## config.mk

```make
export PLATFORM = sky130hd
export DESIGN_NAME = seg7_reader
export DESIGN_NICKNAME = d
export VERILOG_FILES = /design/src/rtl/seg7_reader.sv
export SDC_FILE = /design/constraint.sdc
export NUM_CORES = 1
export LEC_CHECK = 0
export CORE_MARGIN = 1
export CORE_UTILIZATION = 35
export DETAILED_ROUTE_END_ITERATION = 8
export PLACE_DENSITY = 0.66
export SLEW_MARGIN = 20
export SYNTH_ARGS = -nofsm -noshare
export SYNTH_HDL_FRONTEND = slang
export SYNTH_SLANG_ARGS = --single-unit
```

## constraint.sdc

```tcl
create_clock -name clk -period 4.6 [get_ports clk]
set_input_delay 0.69 -clock clk [delete_from_list [all_inputs] [get_ports clk]]
set_output_delay 0.69 -clock clk [all_outputs]
set_load 0.03 [all_outputs]
```

## src/rtl/seg7_reader.sv

```systemverilog
// Reads four active-low 7-segment patterns (hex3 = MSD) back into a binary value, one digit per clock.
// Optional macro SEG7_READER_BLANK_AS_ZERO_EN: decode the blank pattern 7'b1111111 as digit 0.
module seg7_reader #(
    parameter int NUM_DIGITS = 4,
    parameter int OUT_W      = 14
) (
    input  logic             clk,
    input  logic             rst_n,
    input  logic             start,
    input  logic [6:0]       hex0,
    input  logic [6:0]       hex1,
    input  logic [6:0]       hex2,
    input  logic [6:0]       hex3,
    output logic             busy,
    output logic             done,
    output logic [OUT_W-1:0] value,
    output logic             err,
    output logic [1:0]       err_digit
);

    localparam int IDX_W = (NUM_DIGITS > 1) ? $clog2(NUM_DIGITS) : 1;

    typedef enum logic [1:0] {
        IDLE = 2'd0,
        SCAN = 2'd1,
        DONE = 2'd2
    } state_t;

    // Returns {legal, bcd_digit}; patterns are {g,f,e,d,c,b,a}, active-low.
    function automatic logic [4:0] decode(input logic [6:0] pat);
        logic [4:0] r;
        case (pat)
            7'b1000000: r = 5'h10;
            7'b1111001: r = 5'h11;
            7'b0100100: r = 5'h12;
            7'b0110000: r = 5'h13;
            7'b0011001: r = 5'h14;
            7'b0010010: r = 5'h15;
            7'b0000010: r = 5'h16;
            7'b1111000: r = 5'h17;
            7'b0000000: r = 5'h18;
            7'b0010000: r = 5'h19;
`ifdef SEG7_READER_BLANK_AS_ZERO_EN
            7'b1111111: r = 5'h10;
`endif
            default:    r = 5'h00;
        endcase
        return r;
    endfunction

    state_t           state_q, state_d;
    logic [3:0][6:0]  snap_q, snap_d;
    logic [OUT_W-1:0] acc_q, acc_d;
    logic [IDX_W-1:0] idx_q, idx_d;
    logic             busy_q, busy_d;
    logic             done_q, done_d;
    logic [OUT_W-1:0] value_q, value_d;
    logic             err_q, err_d;
    logic [1:0]       err_digit_q, err_digit_d;

    logic [4:0]       dec;
    logic [OUT_W-1:0] acc_next;

    always_comb begin
        state_d     = state_q;
        snap_d      = snap_q;
        acc_d       = acc_q;
        idx_d       = idx_q;
        busy_d      = busy_q;
        done_d      = 1'b0;
        value_d     = value_q;
        err_d       = err_q;
        err_digit_d = err_digit_q;
        dec         = decode(snap_q[idx_q]);
        acc_next    = acc_q * OUT_W'(10) + OUT_W'(dec[3:0]);

        case (state_q)
            IDLE: begin
                if (start) begin
                    snap_d  = {hex3, hex2, hex1, hex0};
                    acc_d   = '0;
                    idx_d   = IDX_W'(NUM_DIGITS - 1);
                    busy_d  = 1'b1;
                    state_d = SCAN;
                end
            end
            SCAN: begin
                if (!dec[4]) begin
                    // First illegal digit aborts; result is forced to zero.
                    state_d     = DONE;
                    busy_d      = 1'b0;
                    done_d      = 1'b1;
                    value_d     = '0;
                    err_d       = 1'b1;
                    err_digit_d = 2'(idx_q);
                end else begin
                    acc_d = acc_next;
                    if (idx_q == '0) begin
                        state_d     = DONE;
                        busy_d      = 1'b0;
                        done_d      = 1'b1;
                        value_d     = acc_next;
                        err_d       = 1'b0;
                        err_digit_d = 2'd0;
                    end else begin
                        idx_d = idx_q - IDX_W'(1);
                    end
                end
            end
            DONE: begin
                state_d = IDLE;
            end
            default: begin
                state_d = IDLE;
                busy_d  = 1'b0;
            end
        endcase
    end

    always_ff @(posedge clk or negedge rst_n) begin
        if (!rst_n) begin
            state_q     <= IDLE;
            snap_q      <= '0;
            acc_q       <= '0;
            idx_q       <= '0;
            busy_q      <= 1'b0;
            done_q      <= 1'b0;
            value_q     <= '0;
            err_q       <= 1'b0;
            err_digit_q <= 2'd0;
        end else begin
            state_q     <= state_d;
            snap_q      <= snap_d;
            acc_q       <= acc_d;
            idx_q       <= idx_d;
            busy_q      <= busy_d;
            done_q      <= done_d;
            value_q     <= value_d;
            err_q       <= err_d;
            err_digit_q <= err_digit_d;
        end
    end

    assign busy      = busy_q;
    assign done      = done_q;
    assign value     = value_q;
    assign err       = err_q;
    assign err_digit = err_digit_q;

endmodule

```

==> results of run 1 <==
-- layout by cell type (no fill, tap or decap), types with 3 or more instances in the layout --
cell type         n
a21oi_1           5
and3_1            3
bufinv_16         3
clkbuf_8         10
clkdlybuf4s50_1  48
dfrtp_1          64
ha_1             23
inv_1            10
mux4_1            3
mux4_2            4
nand2_1          99
nand2_2           8
nand2b_1          3
nand3_1          21
nor2_1           10
nor2b_1           3
nor3_1            3
nor3b_1           3
o21ai_0          16
o21ai_1           8
o21ai_2           9
xnor2_1          13
xor2_1            8
-- critical path, cell delays in order, from the launching register on --
cell,delay [ns]
dfrtp_1,0.63
mux4_1,0.73
nand2b_1,0.25
nor3_1,0.28
a21oi_1,0.14
nor2_1,0.12
ha_1,0.19
fa_1,0.22
a21o_1,0.13
nand2_1,0.07
nor3b_1,0.30
and3_1,0.26
nor4b_1,0.27
xnor3_1,0.25
o21ai_0,0.14
-- registers in the layout, indices dropped and copies added (netlist names) --
| signal | count |
|---|---|
| state_q | 2 |
| done | 1 |
| busy | 1 |
| idx_q | 2 |
| err | 1 |
| snap_q | 28 |
| err_digit | 2 |
| value | 14 |
| acc_q | 13 |
-- per-layer routing --
layer	track usage (%)	wire, microns	up-vias
met5	0	0	-
met4	5.797	131	0
met3	3.398	293	14
met2	26.65	3601	60
met1	17.86	3399	1259
li1	-	-	1342
-- path summary, 6_finish.rpt --
path / startpoint / cells past startpoint / endpoint / slack [ns]
worst max register to register: idx_q[0] / 14 / value[13] / 0.53
worst min-delay path: snap_q[25] / 2 / snap_q[25] / 0.47
min in group asynchronous: rst_n / 2 / acc_q[6] / 0.51
worst min register to register: snap_q[25] / 2 / snap_q[25] / 0.47
worst max-delay path: idx_q[0] / 14 / value[13] / 0.53
max in group asynchronous: rst_n / 2 / acc_q[0] / 3.57
-- logic make-up after synthesis --
logic type / Yosys count / share of synthesized area, %
AOI/OAI and AO/OA: 56 / 10.80
muxes: 9 / 5.225
xor gates and xnor gates: 22 / 5.709
DFF: 64 / 44.29
and+or+nand+nor: 164 / 20.76
adders and majority gates: 25 / 9.066
buffers and inverters: 26 / 4.152
-- area by class of cell --
type | instances | area, sq um
inverter | 10 | 37.54
clock buffer | 10 | 137.6
sequential | 64 | 1602
tap | 133 | 166.4
fill | 996 | 5487
timing repair buffer | 51 | 500.5
clock inverter | 6 | 115.1
multi-input combinational | 276 | 1864
-- power groups by stage --
stage	combinational, mW	sequential (mW)	clock (mW)
after detailed placement	1.01	0.851	0
after global placement	0.981	0.844	0
after CTS	1.02	0.841	0.626
after floorplan	0.829	0.829	0
after global routing	1.14	0.861	0.648
final	1.01	0.839	0.610
-- stage by stage --
stage          hold slack [ns]  utilization, %
2_1_floorplan           0.3944               -
5_1_grt                 0.4994           44.63
4_1_cts                 0.4759           44.63
3_5_place_dp            0.4569           42.08
6_report                0.4737           44.63
3_3_place_gp            0.4555           42.08
==> impl_metrics.ini, run 1 <==
[clocking]
cts_resized = 0
clk_pin_slew_worst_paths_ns = 0.07
numClockSinks = 64
cts_max_level = 3
cts-root-buf = clkbuf_8
post_cts_buffers = 0
numCtsBuffers = 9
clock_latency_ns = 0.35
postCtsHoldBufs = 0
cts_tree = built
clk_path_buf_depth = 2

[synth]
ys_seq_area_share_pct = 44.29
yosysUniqueCellTypes = 55
yosys_most_used_dff = dfrtp_1
syn_area_sq_um = 3616
yosysWarnings = 0
netlist_top_cells_count = 99 x nand2_1, 64 x dfrtp_1, 23 x ha_1, 21 x nand3_1, 16 x o21ai_0
yosysTopAreaCellShare_pct = 44.29
synth_nets = 422
synth_area_leader_cell = dfrtp_1
synth_area_leaders = dfrtp_1 44%, nand2_1 10%, ha_1 8.0%
postSynthCellCount = 366
synth_edf_count = 0
ys_async_sr_fraction_pct = 100.0
ys_ff_latch = 64
yosysMostFrequentCell = nand2_1
synth_area_per_cell_sq_um = 9.880

[placed_design]
post-place-ws_ns = 0.5411
hpwlAfterDp_microns = 5425
port_buffers = 49
post-place-cells = 534
gp_congestion = 0.8358
placed_area_sq_um = 4170

[power]
p_seq_share_pct = 34.1
powerDensity_nw_per_um2 = 556.2
power_mw = 2.460
comb_power_share_pct = 41.1
leakage_nw = 2.091
peakVddDrop_mv = 0.2264
internal_power_mw = 1.507
clkPwrFrac_pct = 24.8
p_sw_share_pct = 38.74
switchingPower_mw = 0.9530

[floorplan]
die-width_microns = 103.6
initial_utilization_pct = 36.49
die_y_microns = 103.6
rows = 36
ios = 50
core_area_sq_um = 9910
die-area_sq_um = 10740

[global_route]
grtUsageTotal_pct = 15.13
antenna_found_initial = 0
grt_pass1_vias = 2817
grt_max_degree = 65
overflow = 0
grt_first_pass_wirelength_microns = 13030

[timing]
relSlewSlack_pct = 32.42
fmax_mhz = 245.6
period_share_pct = 88.53
tightest_slew_ns = 1.014
drv_slew = 0
setup_slack_ns = 0.5276
fin_setup_tns_ns = 0
rsz0062_at_grt = false
period_needed_ns = 4.072
finalHoldViolations = 0
setup_viol = 0
clock_skew_ns = 0.01016

[routing]
viasPerCell = 4.864
vias = 2675
wl_per_cell_microns = 13.50
wirelength_microns = 7425
drc = 0
drt-pass1-iter-count = 5
drtAntennaViolNets = 0
first_iter_violations = 90

[status]
status = complete, no violations

[setup_path]
cp-start-kind = flip-flop
cp_max_fo = 10
critical_path_class = flip-flop to flip-flop
endpoint_kind = flip-flop
worstPathArrival_ns = 4.34
required_ns = 4.86

[layout]
final_area_sq_um = 4423
fin_cells = 550
syn_to_final_growth_pct = 22.32
final_nets = 468
drive_above_1_share_pct = 12.71
antenna_cells = 0

[hold_path]
min_path_type = flip-flop to flip-flop

[run]
maxCapViolations = 0
(Power assumes the default switching activity.)
==> inputs of run 2 (changes only) <==
==> constraint.sdc (replaced) <==
create_clock -name clk -period 4.96 [get_ports clk]
set_input_delay 0.744 -clock clk [delete_from_list [all_inputs] [get_ports clk]]
set_output_delay 0.744 -clock clk [all_outputs]
set_load 0.03 [all_outputs]
==> run 2 against run 1 <==
Net effect:
- die area unchanged
- global-route usage shrank 0.18 points
- combinational power decreased by 8%
- total power is 7.7% lower
- non-clock buffer count stayed put
- worst setup slack better by 0.33 ns
- core utilization unchanged
- routed wire length down 1.9%
- critical path depth unchanged
- sequential share of layout area unchanged
- clock power is 7.2% lower
==> impl_metrics.ini, run 2 (synthesis results as in run 1) <==
[routing]
drc = 0
drtAntennaViolNets = 0
vias = 2673
drt-pass1-iter-count = 4
first_iter_violations = 83
viasPerCell = 4.860
wirelength_microns = 7281
wl_per_cell_microns = 13.24

[global_route]
grt_pass1_vias = 2769
grtUsageTotal_pct = 14.95
overflow = 0
antenna_found_initial = 0
grt_first_pass_wirelength_microns = 12900
grt_max_degree = 65

[setup_path]
cp-start-kind = flip-flop
required_ns = 5.21
crit_path_cell_trace = mux4_2 -> or3b_1 -> o32ai_1 -> a21oi_1 -> nor2_1 -> ha_1 -> fa_1 -> a21o_1 -> nand2_1 -> nor3b_1 -> and3_1 -> nor4b_1 -> xnor3_1 -> o21ai_0
critPathBufInv = 0
critical_path_class = flip-flop to flip-flop
crit_family = simple AND/OR/NAND/NOR gates
critPathSlowestCell = mux4_2
endpoint_kind = flip-flop
critPathMaxStageDelay_ns = 0.66
cp_max_fo = 10
worstPathArrival_ns = 4.36

[timing]
relSlewSlack_pct = 35.06
fin_hold_ws_ns = 0.4726
clock_skew_ns = 0.008764
setup_slack_ns = 0.8556
tightest_slew_ns = 0.9741
fmax_mhz = 243.6
drv_slew = 0
fin_setup_tns_ns = 0
setup_viol = 0
rsz0062_at_grt = false
period_needed_ns = 4.104
period_share_pct = 82.75
finalHoldViolations = 0

[clocking]
numClockSinks = 64
cts_tree = built
cts_max_level = 3
cts-root-buf = clkbuf_8
numCtsBuffers = 9
post_cts_buffers = 0
clk_path_buf_depth = 2
cts_resized = 0
clk_pin_slew_worst_paths_ns = 0.08
clock_latency_ns = 0.35
postCtsHoldBufs = 0

[placed_design]
placed_area_sq_um = 4170
post-place-ws_ns = 0.8148
port_buffers = 49
post-place-cells = 534
gp_congestion = 0.8361
hpwlAfterDp_microns = 5360

[floorplan]
ios = 50
die-width_microns = 103.6
core_area_sq_um = 9910
die-area_sq_um = 10740
initial_utilization_pct = 36.49
die_y_microns = 103.6
rows = 36

[layout]
final_util_pct = 44.63
syn_to_final_growth_pct = 22.32
regMostFlops = snap_q
fin_cells = 550
nFillCells = 969
layout_common_cells = 99 x nand2_1, 64 x dfrtp_1, 48 x clkdlybuf4s50_1
antenna_cells = 0
drive_above_1_share_pct = 12.71
final_area_sq_um = 4423
layout_commonest_cell = nand2_1
final_nets = 468
largest_reg_flops = 28

[power]
powerDensity_nw_per_um2 = 513.4
leakage_nw = 2.091
peakVddDrop_mv = 0.1866
power_mw = 2.271

[hold_path]
min_path_type = flip-flop to flip-flop

[status]
status = complete, no violations

[run]
maxCapViolations = 0
[run 2: cell counts in the layout (fill, tap and decap cells not counted)]
Identical to the previous run, type by type.
[run 2: routing by layer]
metal	share of wire, %	routed length, microns	vias to the layer above	track usage, %
met5	0	0	-	0
met4	1.8	132	0	5.901
met3	3.3	243	15	3.398
met2	49	3575	54	26.13
met1	46	3329	1258	17.74
li1	-	-	1346	-
[run 2: layout make-up]
type | instances | area (sq um) | share of cell area, %
clock buffers | 10 | 137.6 | 3.112
multi-input cells | 276 | 1864 | 42.15
flip-flops and latches | 64 | 1602 | 36.21
repair buffers | 51 | 500.5 | 11.32
well taps | 133 | 166.4 | 3.762
inverters | 10 | 37.54 | 0.8487
clock inverters | 6 | 115.1 | 2.603
[run 2: worst register-to-register path, stage by stage (launching register included)]
cell     delay (ns)
dfrtp_1        0.62
mux4_2         0.66
or3b_1         0.41
o32ai_1        0.16
a21oi_1        0.17
nor2_1         0.12
ha_1           0.18
fa_1           0.22
a21o_1         0.13
nand2_1        0.07
nor3b_1        0.30
and3_1         0.26
nor4b_1        0.27
xnor3_1        0.26
o21ai_0        0.18
[run 2: report_power, final]
part | switching [mW] | internal (mW) | leakage, nW
clock network | 0.216 | 0.350 | 0.123
registers | 0.103 | 0.672 | 0.823
logic | 0.555 | 0.375 | 1.15
total | 0.874 | 1.40 | 2.09
[run 2: worst paths after layout]
check | start | to | slack, ns | depth (start not counted)
worst max-delay path | idx_q[0] | value[13] | 0.86 | 14
worst min-delay path | snap_q[10] | snap_q[10] | 0.47 | 2
worst max register to register | idx_q[0] | value[13] | 0.86 | 14
worst min register to register | snap_q[10] | snap_q[10] | 0.47 | 2
max in group asynchronous | rst_n | acc_q[5] | 3.86 | 2
min in group asynchronous | rst_n | acc_q[8] | 0.55 | 2
==> inputs of run 3 (changes only) <==
==> constraint.sdc (replaced) <==
create_clock -name clk -period 3.9 [get_ports clk]
set_input_delay 0.585 -clock clk [delete_from_list [all_inputs] [get_ports clk]]
set_output_delay 0.585 -clock clk [all_outputs]
set_load 0.03 [all_outputs]
==> run 3 against run 2 <==
Net effect:
- via count grew 1.9%
- sequential share of layout area hardly changed
- clock power down 9.7%
- sequential power grew 28%
- core utilization rose by 0.050 points
- register-to-register slack lost 0.61 ns
- worst setup slack got worse by 0.61 ns
- design area increased by 0.11%
==> impl_metrics.ini, run 3 (synthesis results as in run 1) <==
[layout]
antenna_cells = 0
layout_common_cells = 99 x nand2_1, 63 x dfrtp_1, 48 x clkdlybuf4s50_1
nFillCells = 976
final_nets = 475
syn_to_final_growth_pct = 22.46
drive_above_1_share_pct = 16.08
regMostFlops = snap_q
seq_area_sq_um = 1603
largest_reg_flops = 28
final_util_pct = 44.68
multiInputGateArea_sq_um = 1888
layout_commonest_cell = nand2_1

[clocking]
cts-root-buf = clkbuf_8
numClockSinks = 64
clk_pin_slew_worst_paths_ns = 0.07
postCtsHoldBufs = 0
cts_tree = built
clk_path_buf_depth = 2
clock_latency_ns = 0.34
numCtsBuffers = 9
cts_max_level = 3

[placed_design]
gp_congestion = 0.8261
port_buffers = 49
hpwlAfterDp_microns = 5647

[routing]
vias = 2723
first_iter_violations = 53
wirelength_microns = 7656
wl_per_cell_microns = 13.77
viasPerCell = 4.897
drc = 0
drtAntennaViolNets = 0
drt-pass1-iter-count = 6

[run]
maxCapViolations = 0

[timing]
fmax_mhz = 273.5
fin_setup_tns_ns = 0
period_needed_ns = 3.656
relSlewSlack_pct = 38.51
period_share_pct = 93.76
tightest_slew_ns = 0.9223
clock_skew_ns = 0.007237
rsz0062_at_grt = false
finalHoldViolations = 0
setup_viol = 0
drv_slew = 0

[global_route]
grt_pass1_vias = 2797
overflow = 0
grt_first_pass_wirelength_microns = 13370
antenna_found_initial = 0
grt_max_degree = 42
grtUsageTotal_pct = 15.57

[setup_path]
crit_path_start = idx_q[0]
cp-start-kind = flip-flop
worstPathArrival_ns = 3.87
critPathBufInv = 1
cp_max_fo = 8
critPathMaxStageDelay_ns = 0.59
required_ns = 4.12
critPathSlowestCell = mux4_2
crit_family = simple AND/OR/NAND/NOR gates
r2r_cells = 14
endpoint_kind = flip-flop
rr_endpoint = acc_q[12]
critical_path_class = flip-flop to flip-flop
timing.rr.start = idx_q[0]
crit_path_cell_trace = buf_4 -> mux4_2 -> nand2_1 -> nor3_1 -> o31a_2 -> ha_1 -> a21o_1 -> a21oi_1 -> nor3b_1 -> and3_1 -> nand3_1 -> nor3b_2 -> xor2_1 -> o21ai_1
r2r_slack_ns = 0.24

[status]
status = complete, no violations

[power]
switchingPower_mw = 1.121
clkPwrFrac_pct = 18.4
leakage_nw = 2.085
comb_power_share_pct = 46.0
peakVddDrop_mv = 0.3363
p_sw_share_pct = 40.33
powerDensity_nw_per_um2 = 627.7
p_seq_share_pct = 35.6
internal_power_mw = 1.659
power_mw = 2.780

[floorplan]
die_y_microns = 103.6
ios = 50
die-width_microns = 103.6
die-area_sq_um = 10740
core_area_sq_um = 9910
rows = 36
initial_utilization_pct = 36.49

[hold_path]
min_path_type = input pin to async pin
-- run 3: how the worst max path moves through the flow --
| stage | end | slack, ns | cells past startpoint |
|---|---|---|---|
| finish | acc_q[12] | 0.24 | 14 |
| global route | value[12] | 0.004 | 14 |
| CTS | value[13] | 0.08 | 14 |
| detailed placement | value[13] | 0.01 | 14 |
| global placement | value[13] | 0.10 | 14 |
| floorplan | value[13] | 0.35 | 15 |
-- run 3: through the flow --
stage | setup slack, ns | instances | hold WS [ns] | instance area (sq um)
floorplan | 0.3467 | 366 | 0.2894 | 3616
global placement | 0.1012 | 538 | 0.4543 | 4200
detailed placement | 0.009902 | 538 | 0.4596 | 4200
CTS | 0.07501 | 553 | 0.4041 | 4380
global route | 0.003830 | 556 | 0.4487 | 4428
finish | 0.2435 | 556 | 0.3787 | 4428
-- run 3: timing repair --
item | 4_1_cts | 5_1_grt
setup endpoints to repair | 1 | 5
gates cloned | 0 | 0
gates resized for setup | 2 | 10
buffers inserted | 0 | 2
pin swaps | 0 | 2
-- run 3: final cells by class --
| class | instances | share of cell area [%] |
|---|---|---|
| clock buffers | 12 | 3.504 |
| inverters | 10 | 0.8477 |
| well taps | 133 | 3.758 |
| clock inverters | 3 | 0.3956 |
| multi-input cells | 276 | 42.64 |
| repair buffers | 58 | 12.66 |
| flip-flops and latches | 64 | 36.20 |
-- run 3: power by group through the flow --
| stage | sequential, mW | combinational (mW) | clock [mW] |
|---|---|---|---|
| finish | 0.989 | 1.28 | 0.511 |
| global route | 1.02 | 1.43 | 0.557 |
| CTS | 0.987 | 1.25 | 0.525 |
| detailed placement | 0.997 | 1.24 | 0 |
| global placement | 0.993 | 1.21 | 0 |
| floorplan | 0.977 | 0.977 | 0 |
-- run 3: layer usage --
layer  vias to the layer above  track usage [%]  routed length, microns
met1                      1303            18.37                    3477
met3                         9            4.154                     292
met4                         0            4.348                      70
met2                        61            27.71                    3816
li1                       1350                -                       -
met5                         -                0                       0
